`config.mk`:
```
export PLATFORM = sky130hd
export DESIGN_NAME = lcd_cmd_sequencer_flat
export DESIGN_NICKNAME = d
export VERILOG_FILES = /design/src/rtl/lcd_seq_pkg.sv /design/src/rtl/lcd_cmd_sequencer_if.sv /design/src/rtl/lcd_delay_timer.sv /design/src/rtl/lcd_cmd_sequencer.sv /design/src/flat_wrapper.sv
export SDC_FILE = /design/constraint.sdc
export NUM_CORES = 1
export LEC_CHECK = 0
export BUFFER_PORTS_ARGS = -buffer_cell sky130_fd_sc_hd__buf_4
export CAP_MARGIN = 20
export CORE_ASPECT_RATIO = 0.8
export CORE_MARGIN = 2
export CORE_UTILIZATION = 54
export CTS_CLUSTER_SIZE = 16
export DETAILED_ROUTE_END_ITERATION = 10
export PLACE_DENSITY = 0.79
export REMOVE_ABC_BUFFERS = 1
export SYNTH_ARGS = -nofsm -noshare
export SYNTH_HDL_FRONTEND = slang
export SYNTH_SLANG_ARGS = --single-unit
export TNS_END_PERCENT = 1
```
`constraint.sdc`:
```
create_clock -name clk -period 2.15 [get_ports clk]
set_input_delay 0.1075 -clock clk [delete_from_list [all_inputs] [get_ports clk]]
set_output_delay 0.1075 -clock clk [all_outputs]
set_load 0.1 [all_outputs]
```
`src/rtl/lcd_seq_pkg.sv`:
```
// Shared state encoding, init nibbles and command constants for the LCD command sequencer.
package lcd_seq_pkg;

  typedef logic [4:0] state_t;

  localparam state_t PWR_WAIT = 5'd0;
  localparam state_t IE1      = 5'd1;
  localparam state_t IE2      = 5'd2;
  localparam state_t IE3      = 5'd3;
  localparam state_t IE4      = 5'd4;
  localparam state_t IW1      = 5'd5;
  localparam state_t IW2      = 5'd6;
  localparam state_t IW3      = 5'd7;
  localparam state_t IW4      = 5'd8;
  localparam state_t IDLE     = 5'd9;
  localparam state_t SU_H     = 5'd10;
  localparam state_t PE_H     = 5'd11;
  localparam state_t GAP      = 5'd12;
  localparam state_t SU_L     = 5'd13;
  localparam state_t PE_L     = 5'd14;
  localparam state_t EXEC     = 5'd15;

  // Element [k] is the nibble strobed in IE(k+1).
  localparam logic [3:0][3:0] INIT_NIBBLE = {4'd2, 4'd3, 4'd3, 4'd3};

  localparam logic [7:0] LCD_CLR  = 8'h01;
  localparam logic [7:0] LCD_HOME = 8'h02;

  // Clear/Home (and 0x03, which the controller also treats as Home) need the long execute wait.
  function automatic logic is_long_cmd(input logic rs, input logic [7:0] data);
    return !rs && (data == LCD_CLR || data == LCD_HOME || data == 8'h03);
  endfunction

endpackage

```
`src/rtl/lcd_cmd_sequencer_if.sv`:
```
// Byte command port between the display-content FSM and the LCD sequencer.
interface lcd_cmd_sequencer_if;
  logic       cmd_valid;
  logic       cmd_ready;
  logic       cmd_rs;
  logic [7:0] cmd_data;

  modport master (output cmd_valid, output cmd_rs, output cmd_data, input cmd_ready);
  modport slave  (input cmd_valid, input cmd_rs, input cmd_data, output cmd_ready);
endinterface

```
`src/rtl/lcd_delay_timer.sv`:
```
// Down-counter for state durations: load N on entry, tick while the count is 1.
module lcd_delay_timer #(
  parameter int unsigned CNT_W   = 20,
  parameter int unsigned RST_VAL = 1
) (
  input  logic             clk,
  input  logic             reset,
  input  logic             load,
  input  logic [CNT_W-1:0] load_val,
  output logic             tick
);

  logic [CNT_W-1:0] cnt_q, cnt_d;

  // Holds at 1 when nothing reloads it (IDLE), so it can never wrap through zero.
  always_comb begin
    cnt_d = cnt_q;
    if (load) begin
      cnt_d = load_val;
    end else if (cnt_q > CNT_W'(1)) begin
      cnt_d = cnt_q - CNT_W'(1);
    end
  end

  always_ff @(posedge clk or posedge reset) begin
    if (reset) begin
      cnt_q <= CNT_W'(RST_VAL);
    end else begin
      cnt_q <= cnt_d;
    end
  end

  assign tick = (cnt_q == CNT_W'(1));

endmodule

```
`src/rtl/lcd_cmd_sequencer.sv`:
```
// HD44780 4-bit power-on sequencer plus byte command/data writer with internal delay timing.
module lcd_cmd_sequencer
  import lcd_seq_pkg::*;
#(
  parameter int unsigned CNT_W   = 20,
  parameter int unsigned T_PWRON = 750000,
  parameter int unsigned T_PULSE = 12,
  parameter int unsigned T_SETUP = 2,
  parameter int unsigned T_GAP   = 50,
  parameter int unsigned T_INIT1 = 205000,
  parameter int unsigned T_INIT2 = 5000,
  parameter int unsigned T_INIT3 = 2000,
  parameter int unsigned T_CMD   = 2000,
  parameter int unsigned T_CLR   = 82000
) (
  input  logic                      clk,
  input  logic                      reset,
  lcd_cmd_sequencer_if.slave        cmd,
  output logic                      init_done,
  output logic                      lcd_e,
  output logic                      lcd_rs,
  output logic                      lcd_rw,
  output logic [3:0]                lcd_d
);

  localparam logic [CNT_W-1:0] T_PULSE_C = CNT_W'(T_PULSE);
  localparam logic [CNT_W-1:0] T_SETUP_C = CNT_W'(T_SETUP);
  localparam logic [CNT_W-1:0] T_GAP_C   = CNT_W'(T_GAP);
  localparam logic [CNT_W-1:0] T_INIT1_C = CNT_W'(T_INIT1);
  localparam logic [CNT_W-1:0] T_INIT2_C = CNT_W'(T_INIT2);
  localparam logic [CNT_W-1:0] T_INIT3_C = CNT_W'(T_INIT3);
  localparam logic [CNT_W-1:0] T_CMD_C   = CNT_W'(T_CMD);
  localparam logic [CNT_W-1:0] T_CLR_C   = CNT_W'(T_CLR);
  localparam logic [CNT_W-1:0] T_PWRON_C = CNT_W'(T_PWRON);

  state_t           state_q, state_d;
  logic             rs_lat_q, rs_lat_d;
  logic [7:0]       data_lat_q, data_lat_d;
  logic             e_q, e_d;
  logic             rs_q, rs_d;
  logic [3:0]       d_q, d_d;
  logic             ready_q, ready_d;
  logic             init_done_q, init_done_d;
  logic             load;
  logic [CNT_W-1:0] load_val;
  logic             tick;

  lcd_delay_timer #(
    .CNT_W   (CNT_W),
    .RST_VAL (T_PWRON)
  ) u_timer (
    .clk      (clk),
    .reset    (reset),
    .load     (load),
    .load_val (load_val),
    .tick     (tick)
  );

  always_comb begin
    state_d    = state_q;
    load       = 1'b0;
    load_val   = '0;
    rs_lat_d   = rs_lat_q;
    data_lat_d = data_lat_q;
    case (state_q)
      PWR_WAIT: if (tick) begin state_d = IE1;  load = 1'b1; load_val = T_PULSE_C; end
      IE1:      if (tick) begin state_d = IW1;  load = 1'b1; load_val = T_INIT1_C; end
      IW1:      if (tick) begin state_d = IE2;  load = 1'b1; load_val = T_PULSE_C; end
      IE2:      if (tick) begin state_d = IW2;  load = 1'b1; load_val = T_INIT2_C; end
      IW2:      if (tick) begin state_d = IE3;  load = 1'b1; load_val = T_PULSE_C; end
      IE3:      if (tick) begin state_d = IW3;  load = 1'b1; load_val = T_INIT3_C; end
      IW3:      if (tick) begin state_d = IE4;  load = 1'b1; load_val = T_PULSE_C; end
      IE4:      if (tick) begin state_d = IW4;  load = 1'b1; load_val = T_INIT3_C; end
      IW4:      if (tick) state_d = IDLE;
      IDLE: begin
        if (cmd.cmd_valid) begin
          state_d    = SU_H;
          load       = 1'b1;
          load_val   = T_SETUP_C;
          rs_lat_d   = cmd.cmd_rs;
          data_lat_d = cmd.cmd_data;
        end
      end
      SU_H:     if (tick) begin state_d = PE_H; load = 1'b1; load_val = T_PULSE_C; end
      PE_H:     if (tick) begin state_d = GAP;  load = 1'b1; load_val = T_GAP_C;   end
      GAP:      if (tick) begin state_d = SU_L; load = 1'b1; load_val = T_SETUP_C; end
      SU_L:     if (tick) begin state_d = PE_L; load = 1'b1; load_val = T_PULSE_C; end
      PE_L: begin
        if (tick) begin
          state_d  = EXEC;
          load     = 1'b1;
          load_val = is_long_cmd(rs_lat_q, data_lat_q) ? T_CLR_C : T_CMD_C;
        end
      end
      EXEC:     if (tick) state_d = IDLE;
      default: begin
        state_d  = PWR_WAIT;
        load     = 1'b1;
        load_val = T_PWRON_C;
      end
    endcase
  end

  // Outputs are decoded from the next state so they register on the edge entering it.
  always_comb begin
    e_d         = 1'b0;
    rs_d        = 1'b0;
    d_d         = 4'd0;
    ready_d     = (state_d == IDLE);
    init_done_d = init_done_q | (state_d == IDLE);
    case (state_d)
      IE1:  begin e_d = 1'b1; d_d = INIT_NIBBLE[0]; end
      IE2:  begin e_d = 1'b1; d_d = INIT_NIBBLE[1]; end
      IE3:  begin e_d = 1'b1; d_d = INIT_NIBBLE[2]; end
      IE4:  begin e_d = 1'b1; d_d = INIT_NIBBLE[3]; end
      SU_H: begin rs_d = rs_lat_d; d_d = data_lat_d[7:4]; end
      PE_H: begin rs_d = rs_lat_d; d_d = data_lat_d[7:4]; e_d = 1'b1; end
      SU_L: begin rs_d = rs_lat_d; d_d = data_lat_d[3:0]; end
      PE_L: begin rs_d = rs_lat_d; d_d = data_lat_d[3:0]; e_d = 1'b1; end
      default: ;
    endcase
  end

  always_ff @(posedge clk or posedge reset) begin
    if (reset) begin
      state_q     <= PWR_WAIT;
      rs_lat_q    <= 1'b0;
      data_lat_q  <= 8'd0;
      e_q         <= 1'b0;
      rs_q        <= 1'b0;
      d_q         <= 4'd0;
      ready_q     <= 1'b0;
      init_done_q <= 1'b0;
    end else begin
      state_q     <= state_d;
      rs_lat_q    <= rs_lat_d;
      data_lat_q  <= data_lat_d;
      e_q         <= e_d;
      rs_q        <= rs_d;
      d_q         <= d_d;
      ready_q     <= ready_d;
      init_done_q <= init_done_d;
    end
  end

  assign cmd.cmd_ready = ready_q;
  assign init_done     = init_done_q;
  assign lcd_e         = e_q;
  assign lcd_rs        = rs_q;
  assign lcd_d         = d_q;
  assign lcd_rw        = 1'b0;

endmodule

```
`src/flat_wrapper.sv`:
```
// flat-port wrapper written by rule: the top's interface ports become plain ports
module lcd_cmd_sequencer_flat import lcd_seq_pkg::*;
#(
  parameter int unsigned CNT_W   = 20,
  parameter int unsigned T_PWRON = 750000,
  parameter int unsigned T_PULSE = 12,
  parameter int unsigned T_SETUP = 2,
  parameter int unsigned T_GAP   = 50,
  parameter int unsigned T_INIT1 = 205000,
  parameter int unsigned T_INIT2 = 5000,
  parameter int unsigned T_INIT3 = 2000,
  parameter int unsigned T_CMD   = 2000,
  parameter int unsigned T_CLR   = 82000
)
  (clk, reset, init_done, lcd_e, lcd_rs, lcd_rw, lcd_d, cmd_cmd_valid, cmd_cmd_rs, cmd_cmd_data, cmd_cmd_ready);
  lcd_cmd_sequencer_if cmd_i ();
  input  logic clk;
  input  logic reset;
  output logic init_done;
  output logic lcd_e;
  output logic lcd_rs;
  output logic lcd_rw;
  output logic [3:0] lcd_d;
  input wire logic [$bits(cmd_i.cmd_valid)-1:0] cmd_cmd_valid;
  input wire logic [$bits(cmd_i.cmd_rs)-1:0] cmd_cmd_rs;
  input wire logic [$bits(cmd_i.cmd_data)-1:0] cmd_cmd_data;
  output wire logic [$bits(cmd_i.cmd_ready)-1:0] cmd_cmd_ready;
  assign cmd_i.cmd_valid = cmd_cmd_valid;
  assign cmd_i.cmd_rs = cmd_cmd_rs;
  assign cmd_i.cmd_data = cmd_cmd_data;
  assign cmd_cmd_ready = cmd_i.cmd_ready;
  lcd_cmd_sequencer #(.CNT_W(CNT_W), .T_PWRON(T_PWRON), .T_PULSE(T_PULSE), .T_SETUP(T_SETUP), .T_GAP(T_GAP), .T_INIT1(T_INIT1), .T_INIT2(T_INIT2), .T_INIT3(T_INIT3), .T_CMD(T_CMD), .T_CLR(T_CLR)) u_core (.clk(clk), .reset(reset), .cmd(cmd_i), .init_done(init_done), .lcd_e(lcd_e), .lcd_rs(lcd_rs), .lcd_rw(lcd_rw), .lcd_d(lcd_d));
endmodule
```
After elaboration in Yosys (flattened, before gate mapping):

Cells that the tools add are included.
Widths: inputs -> output; s select.

* bits in registers: 42
* bits in latches: 0
* memory bits (writable): 0
* ROM bits: 0
* bits of input ports: 12
* output and inout bits: 9
* logic and storage cells: 93
* memories kept: 0

* add/subtract/negate cells: 1
* multiply operators: 0
* divide/modulo/power cells: 0
* magnitude comparators: 1
* equal/unequal tests: 28
* shift operators: 0
* mux-type cells: 38
* bitwise logic cells: 1
* reduce and logical (&&, ||, !) cells: 15

Operators by type and width (number)
* $pmux 20 s9: 1
* $mux 5: 15
* $pmux 5 s15: 1
* $eq 5x4->1 const B: 13
* $mux 20: 3
* $eq 5x3->1 const B: 5
* $eq 20x1->1 const B: 1
* $eq 5x2->1 const B: 4
* $gt 20x1->1 const B: 1
* $sub 20x1->20 const B: 1
* $mux 18: 1
* $mux 17: 1
* $eq 8x2->1 const B: 2
* $mux 8: 2
* $pmux 4 s4: 1
* $mux 13: 1
* $reduce_or 13->1: 1
* $reduce_or 6->1: 2
* $mux 11: 1
* $eq 5x1->1 const B: 2
* $eq 8x1->1 const B: 1
* $reduce_or 2->1: 4
* $mux 1: 6
* $mux 6: 1
* 11 further kinds: 13

Depth between registers and ports, before layout:

* word-level depth: 8
* gate-level depth with buffers: 9
* gate-level depth less buffers: 8

By module:

A second synthesis with hierarchy kept.

* cell total of the unflattened synthesis: 274
* area, all modules: 2539.9 µm²

By module, submodules not included
* lcd_cmd_sequencer: instances 1, cells each 150, area an instance 1388.8 µm², sequential area each 550.5 µm²
* lcd_delay_timer: instances 1, cells each 124, area an instance 1151.1 µm², sequential area each 513.0 µm²

Least setup slack after synthesis:

OpenSTA, ideal clock, no wires.

* kind: register to register
* from: register u_core.u_timer.cnt_q[18]
* to: register u_core.d_q[0] (netlist: u_core.lcd_d[0])
* setup time: 148 ps
* arrival: 2049 ps
* data required time: 2002 ps
* setup slack: -47 ps
* stages on the path, launching flop included: 8
* path buffers: 0
* period minus slack after synthesis: 2197 ps
* cells stage by stage: dfrtp_1 > nor4_4 > nand4_4 > o31a_1 > a311oi_4 > nor2_1 > a21oi_2 > o221ai_1

* word-level cells in the longest chain between the ends: 6
* elaborated cells between the ends (all ways): 28
* classes of those cells: 9 x eq/ne; 16 x mux; 3 x reduce/logical

RTL lines
* start, declared: RTL line lcd_delay_timer.sv:13 `logic [CNT_W-1:0] cnt_q, cnt_d;`
* start signal, assigned: RTL line lcd_delay_timer.sv:27 `cnt_q <= CNT_W'(RST_VAL);`
* start signal, assigned: RTL line lcd_delay_timer.sv:29 `cnt_q <= cnt_d;`
* $eq 20x1->1 (*): RTL line lcd_delay_timer.sv:33 `assign tick = (cnt_q == CNT_W'(1));`
* $mux 5 (tied with other cells): RTL line lcd_cmd_sequencer.sv:74, lcd_cmd_sequencer.sv:95
* $pmux 5 s15 (*): RTL line lcd_cmd_sequencer.sv:65 `case (state_q)`
* $eq 5x1->1 (tied with other cells): RTL line lcd_cmd_sequencer.sv:111 `case (state_d)`
* $reduce_or 3->1 (no line) / $reduce_or 2->1 (equally long branches)
* $pmux 4 s4 (*): RTL line lcd_cmd_sequencer.sv:111
* net u_core.d_d[0]: RTL line lcd_cmd_sequencer.sv:41 `logic [3:0] d_q, d_d;`
* end signal, assigned: RTL line lcd_cmd_sequencer.sv:131 `d_q <= 4'd0;`
* end signal, assigned: RTL line lcd_cmd_sequencer.sv:140 `d_q <= d_d;`
* end, declared: RTL line lcd_cmd_sequencer.sv:41

Mark *: on every way through the listed nets, which the timed path passes. The rest lies on a longest branch.
A chain may end at the register's enable or synchronous reset.

Final worst setup path:

* from: register u_core.u_timer.cnt_q[19]
* to: register u_core.d_q[0] (netlist: u_core.lcd_d[0])

The elaborated chain is that of the path after synthesis.

==> impl_metrics.csv <==
group,metric,value,unit
outcome,outcome,"finished, violations left",
outcome,violations,"negative setup slack",
logic_synthesis,synth_area,2690,um2
logic_synthesis,synth_xor_area_share,4.89,%
floorplan,die-area,5560,um2
power_and_ir_drop,ir_drop,426,uV
worst_setup_path,rrSetupSlack,-0.17,ns
floorplan,fp.dieW,82.9,um
logic_synthesis,synth_adder_area_share,0.931,%
worst_hold_path,holdPathStages,3,
worst_setup_path,end_kind,"flop",
logic_synthesis,async_flop_share,100,%
routing,drcViolationCount,0,
sta,finClkSkew,0.0103,ns
logic_synthesis,synth.area.top_cells,"dfrtp_1 30%, dfstp_2 9.8%, nand2_1 4.3%",
final_layout,seqCellArea,1060,um2
logic_synthesis,muxShareOfSynthArea,4.19,%
worst_setup_path,r2r-start,"u_core.u_timer.cnt_q[19]",
power_and_ir_drop,power_density,456,nW/um2
power_and_ir_drop,power_leakage,1.55,nW
global_routing,grt_first_pass_wirelength,12100,um
placed_design,placed_cells,406,
worst_setup_path,cpPeakStageDelay,0.39,ns
global_routing,grt_overflow,0,
floorplan,core,4680,um2
routing,vias,2666,
cts,root_buffer,"clkbuf_8",
logic_synthesis,synth-simple-area-share,24.9,%
global_routing,grt_max_degree,43,
routing,drtIter0Drc,313,
job,maxCapViolations,0,
final_layout,num_antenna_cells,0,
sta,layout_min_cycle_time,2.32,ns
routing,ant_nets,0,
sta,post-route-period-util,108,%
cts,cts_buffers,5,
worst_setup_path,worstSetupEndpoint,"u_core.lcd_d[0]",
placed_design,port_buffers,19,
routing,wl_per_cell,18.7,um
logic_synthesis,yosysWarnings,0,
worst_setup_path,path_common_cell,"buf_6",
final_layout,drive_gt1_share,40.9,%
worst_setup_path,crit_required,2.33,ns
placed_design,hpwl,5270,um
final_layout,multiInputGateArea,1580,um2
final_layout,layout.nets,375,
cts,clock_sinks,42,
logic_synthesis,synth_cell_types,61,
global_routing,grtUsageTotal,27.9,%
logic_synthesis,postSynthCellCount,281,
final_layout,final_cells,422,
cts,cts_tree,"yes",
final_layout,fillers,307,
logic_synthesis,synth_top_family_by_area,"simple AND/OR/NAND/NOR gates",
cts,clockBufferDepth,2,
logic_synthesis,synthDominantCellAreaShare,29.8,%
floorplan,die_y,67.1,um
logic_synthesis,synth_area_leader_cell,"dfrtp_1",
routing,via_per_inst,6.32,
logic_synthesis,synth.avg_cell_area,9.56,um2
sta,fin_ws,-0.175,ns
sta,slew_headroom,65.7,%
worst_setup_path,reg2reg_depth,9,
logic_synthesis,synth_ff_type,"dfrtp_1",
cts,h-tree-depth,2,
sta,final_hold_viol_count,0,
logic_synthesis,synth_seq_cells,42,
worst_hold_path,hold_class,"primary input to flop",
worst_setup_path,critical_path.max_fanout,5,
sta,slew_violations,0,
worst_setup_path,path_cells,"nor4_4, nand4_4, o31a_1, a311oi_4, buf_6, a31oi_4, buf_6, nand3_2, o221ai_2",
floorplan,rows,22,
sta,rsz0062_at_grt,"true",
worst_setup_path,r2r-end,"u_core.lcd_d[0]",
worst_setup_path,cp-start-kind,"flop",
sta,setup_viol,16,
routing,drt_wl_total,7870,um
worst_setup_path,cp_slowest_cell,"dfstp_2",
logic_synthesis,synth-compound-area-share,18.2,%
floorplan,start_util,57.4,%
floorplan,ios,21,
placed_design,pre_cts_ws,-0.207,ns
global_routing,grt_pass1_vias,2510,
routing,dr.pass1.iters,8,
worst_setup_path,crit_type,"flop to flop",
worst_setup_path,cp-startpoint,"u_core.u_timer.cnt_q[19]",
cts,insertion_delay,0.30,ns
sta,fmax,430,MHz
final_layout,syn_to_final_growth,32.1,%
logic_synthesis,synth_edf_count,0,
worst_setup_path,arrival,2.51,ns
cts,clk_pin_slew,0.09,ns
placed_design,gp_congestion,0.920,
logic_synthesis,seq_area_frac_synth,39.6,%
sta,worstMarginPinSlew,0.514,ns
global_routing,antenna_found_initial,0,
[Yosys cell counts (4+ instances only)]
cell type	count
a21oi_1	16
a31oi_1	8
clkbuf_1	4
clkbuf_8	7
dfrtp_1	32
dfstp_2	10
inv_1	13
mux2i_1	9
nand2_1	31
nand3_1	4
nor2_1	27
nor2b_1	6
nor3_1	11
nor4_1	4
nor4_4	5
o21ai_0	6
o21bai_1	4
o221ai_1	4
or3_1	4
xnor2_1	6
xor2_1	9
[through the flow]
| stage | instance area (um2) | hold WS, ns | TNS, ns | util [%] | total power, W |
|---|---|---|---|---|---|
| floorplan | 2550 | 0.249 | -3.04 | - | 0.000965 |
| global placement | 3220 | 0.267 | -0.525 | 68.9 | 0.00107 |
| CTS | 3420 | 0.0427 | -0.585 | 73.0 | 0.00160 |
| finish | 3550 | 0.0509 | -1.36 | 75.9 | 0.00162 |
| global route | 3550 | 0.0690 | -2.88 | 75.9 | 0.00168 |
| detailed placement | 3220 | 0.282 | -1.45 | 68.9 | 0.00107 |
[sequential cells by signal (all words and copies together), names as in the netlist]
name                  count
u_core.state_q            5
u_core.u_timer.cnt_q     20
u_core.lcd_rs             1
u_core.init_done          1
u_core.lcd_d              4
u_core.lcd_e              1
u_core.cmd.cmd_ready      1
u_core.rs_lat_q           1
u_core.data_lat_q         8
[metal layers]
layer | track usage [%] | vias up | routed length (um)
li1 | - | 1172 | -
met1 | 38.3 | 1269 | 3340
met2 | 44.3 | 183 | 3520
met3 | 7.19 | 42 | 799
met4 | 8.40 | 0 | 221
met5 | 0 | - | 0
[layout make-up]
class / count / share of cell area (%)
multi-input cells: 211 / 44.4
flip-flops and latches: 42 / 30.0
repair buffers: 88 / 19.6
clock buffers: 7 / 2.43
well taps: 60 / 2.11
inverters: 13 / 1.37
clock inverters: 1 / 0.141
[worst max-delay path: cells and delay by family (launching register included)]
kind,cells,cell delay (ns)
DFF,1,0.39
AOI/OAI and AO/OA,4,0.89
and+or+nand+nor,3,0.62
buffers and inverters,2,0.31
[worst min path at each step]
stage	slack, ns	to	from
3_5_place_dp	0.28	u_core.init_done	reset
3_3_place_gp	0.27	u_core.lcd_e	reset
2_1_floorplan	0.25	u_core.data_lat_q[4]	cmd_cmd_data[4]
5_1_grt	0.07	u_core.data_lat_q[4]	cmd_cmd_data[4]
4_1_cts	0.04	u_core.data_lat_q[1]	cmd_cmd_data[1]
6_report	0.05	u_core.data_lat_q[6]	cmd_cmd_data[6]
[what timing repair did]
action	CTS	global route
buffers inserted	3	3
cloned	1	0
setup endpoints to repair	23	25
hold endpoints to repair	32	0
pin swaps	12	15
hold buffers	1	0
gates resized for setup	14	25
[power breakdown]
part           total [W]  switching (W)  internal, W  leakage, nW
clock           0.000536       0.000276     0.000259       0.0482
combinational   0.000250       0.000141     0.000109        0.960
sequential      0.000834      0.0000172     0.000817        0.539
total            0.00162       0.000435      0.00119         1.55
[cell usage in the layout, fill, tap and decap left out, types with 3 or more instances in the layout]
cell type,instances
buf_4,79
dfrtp_1,32
a31oi_1,7
nor4_4,5
nand2_1,29
a21oi_1,14
and2_4,3
o31ai_1,3
o21bai_1,3
xnor2_1,5
nor2b_1,5
o21ai_0,5
or3_1,3
xor2_1,9
nor3_2,3
a221oi_1,3
nor3_1,9
clkbuf_8,6
mux2i_1,9
o22ai_1,3
nor4_1,4
inv_1,13
dfstp_2,10
nor2_1,26
buf_6,6
[cell families (layout without fill, tap and decap cells)]
kind of cell | Yosys count | after routing
AO/OA/AOI/OAI | 67 | 67
XOR/XNOR | 15 | 15
adder cells (fa/ha/maj) | 2 | 2
buffers and inverters | 29 | 109
flip-flops | 42 | 42
multiplexers | 11 | 11
other | 1 | 2
AND/OR/NAND/NOR | 114 | 114
No activity file was read; power rests on OpenSTA's default activity.
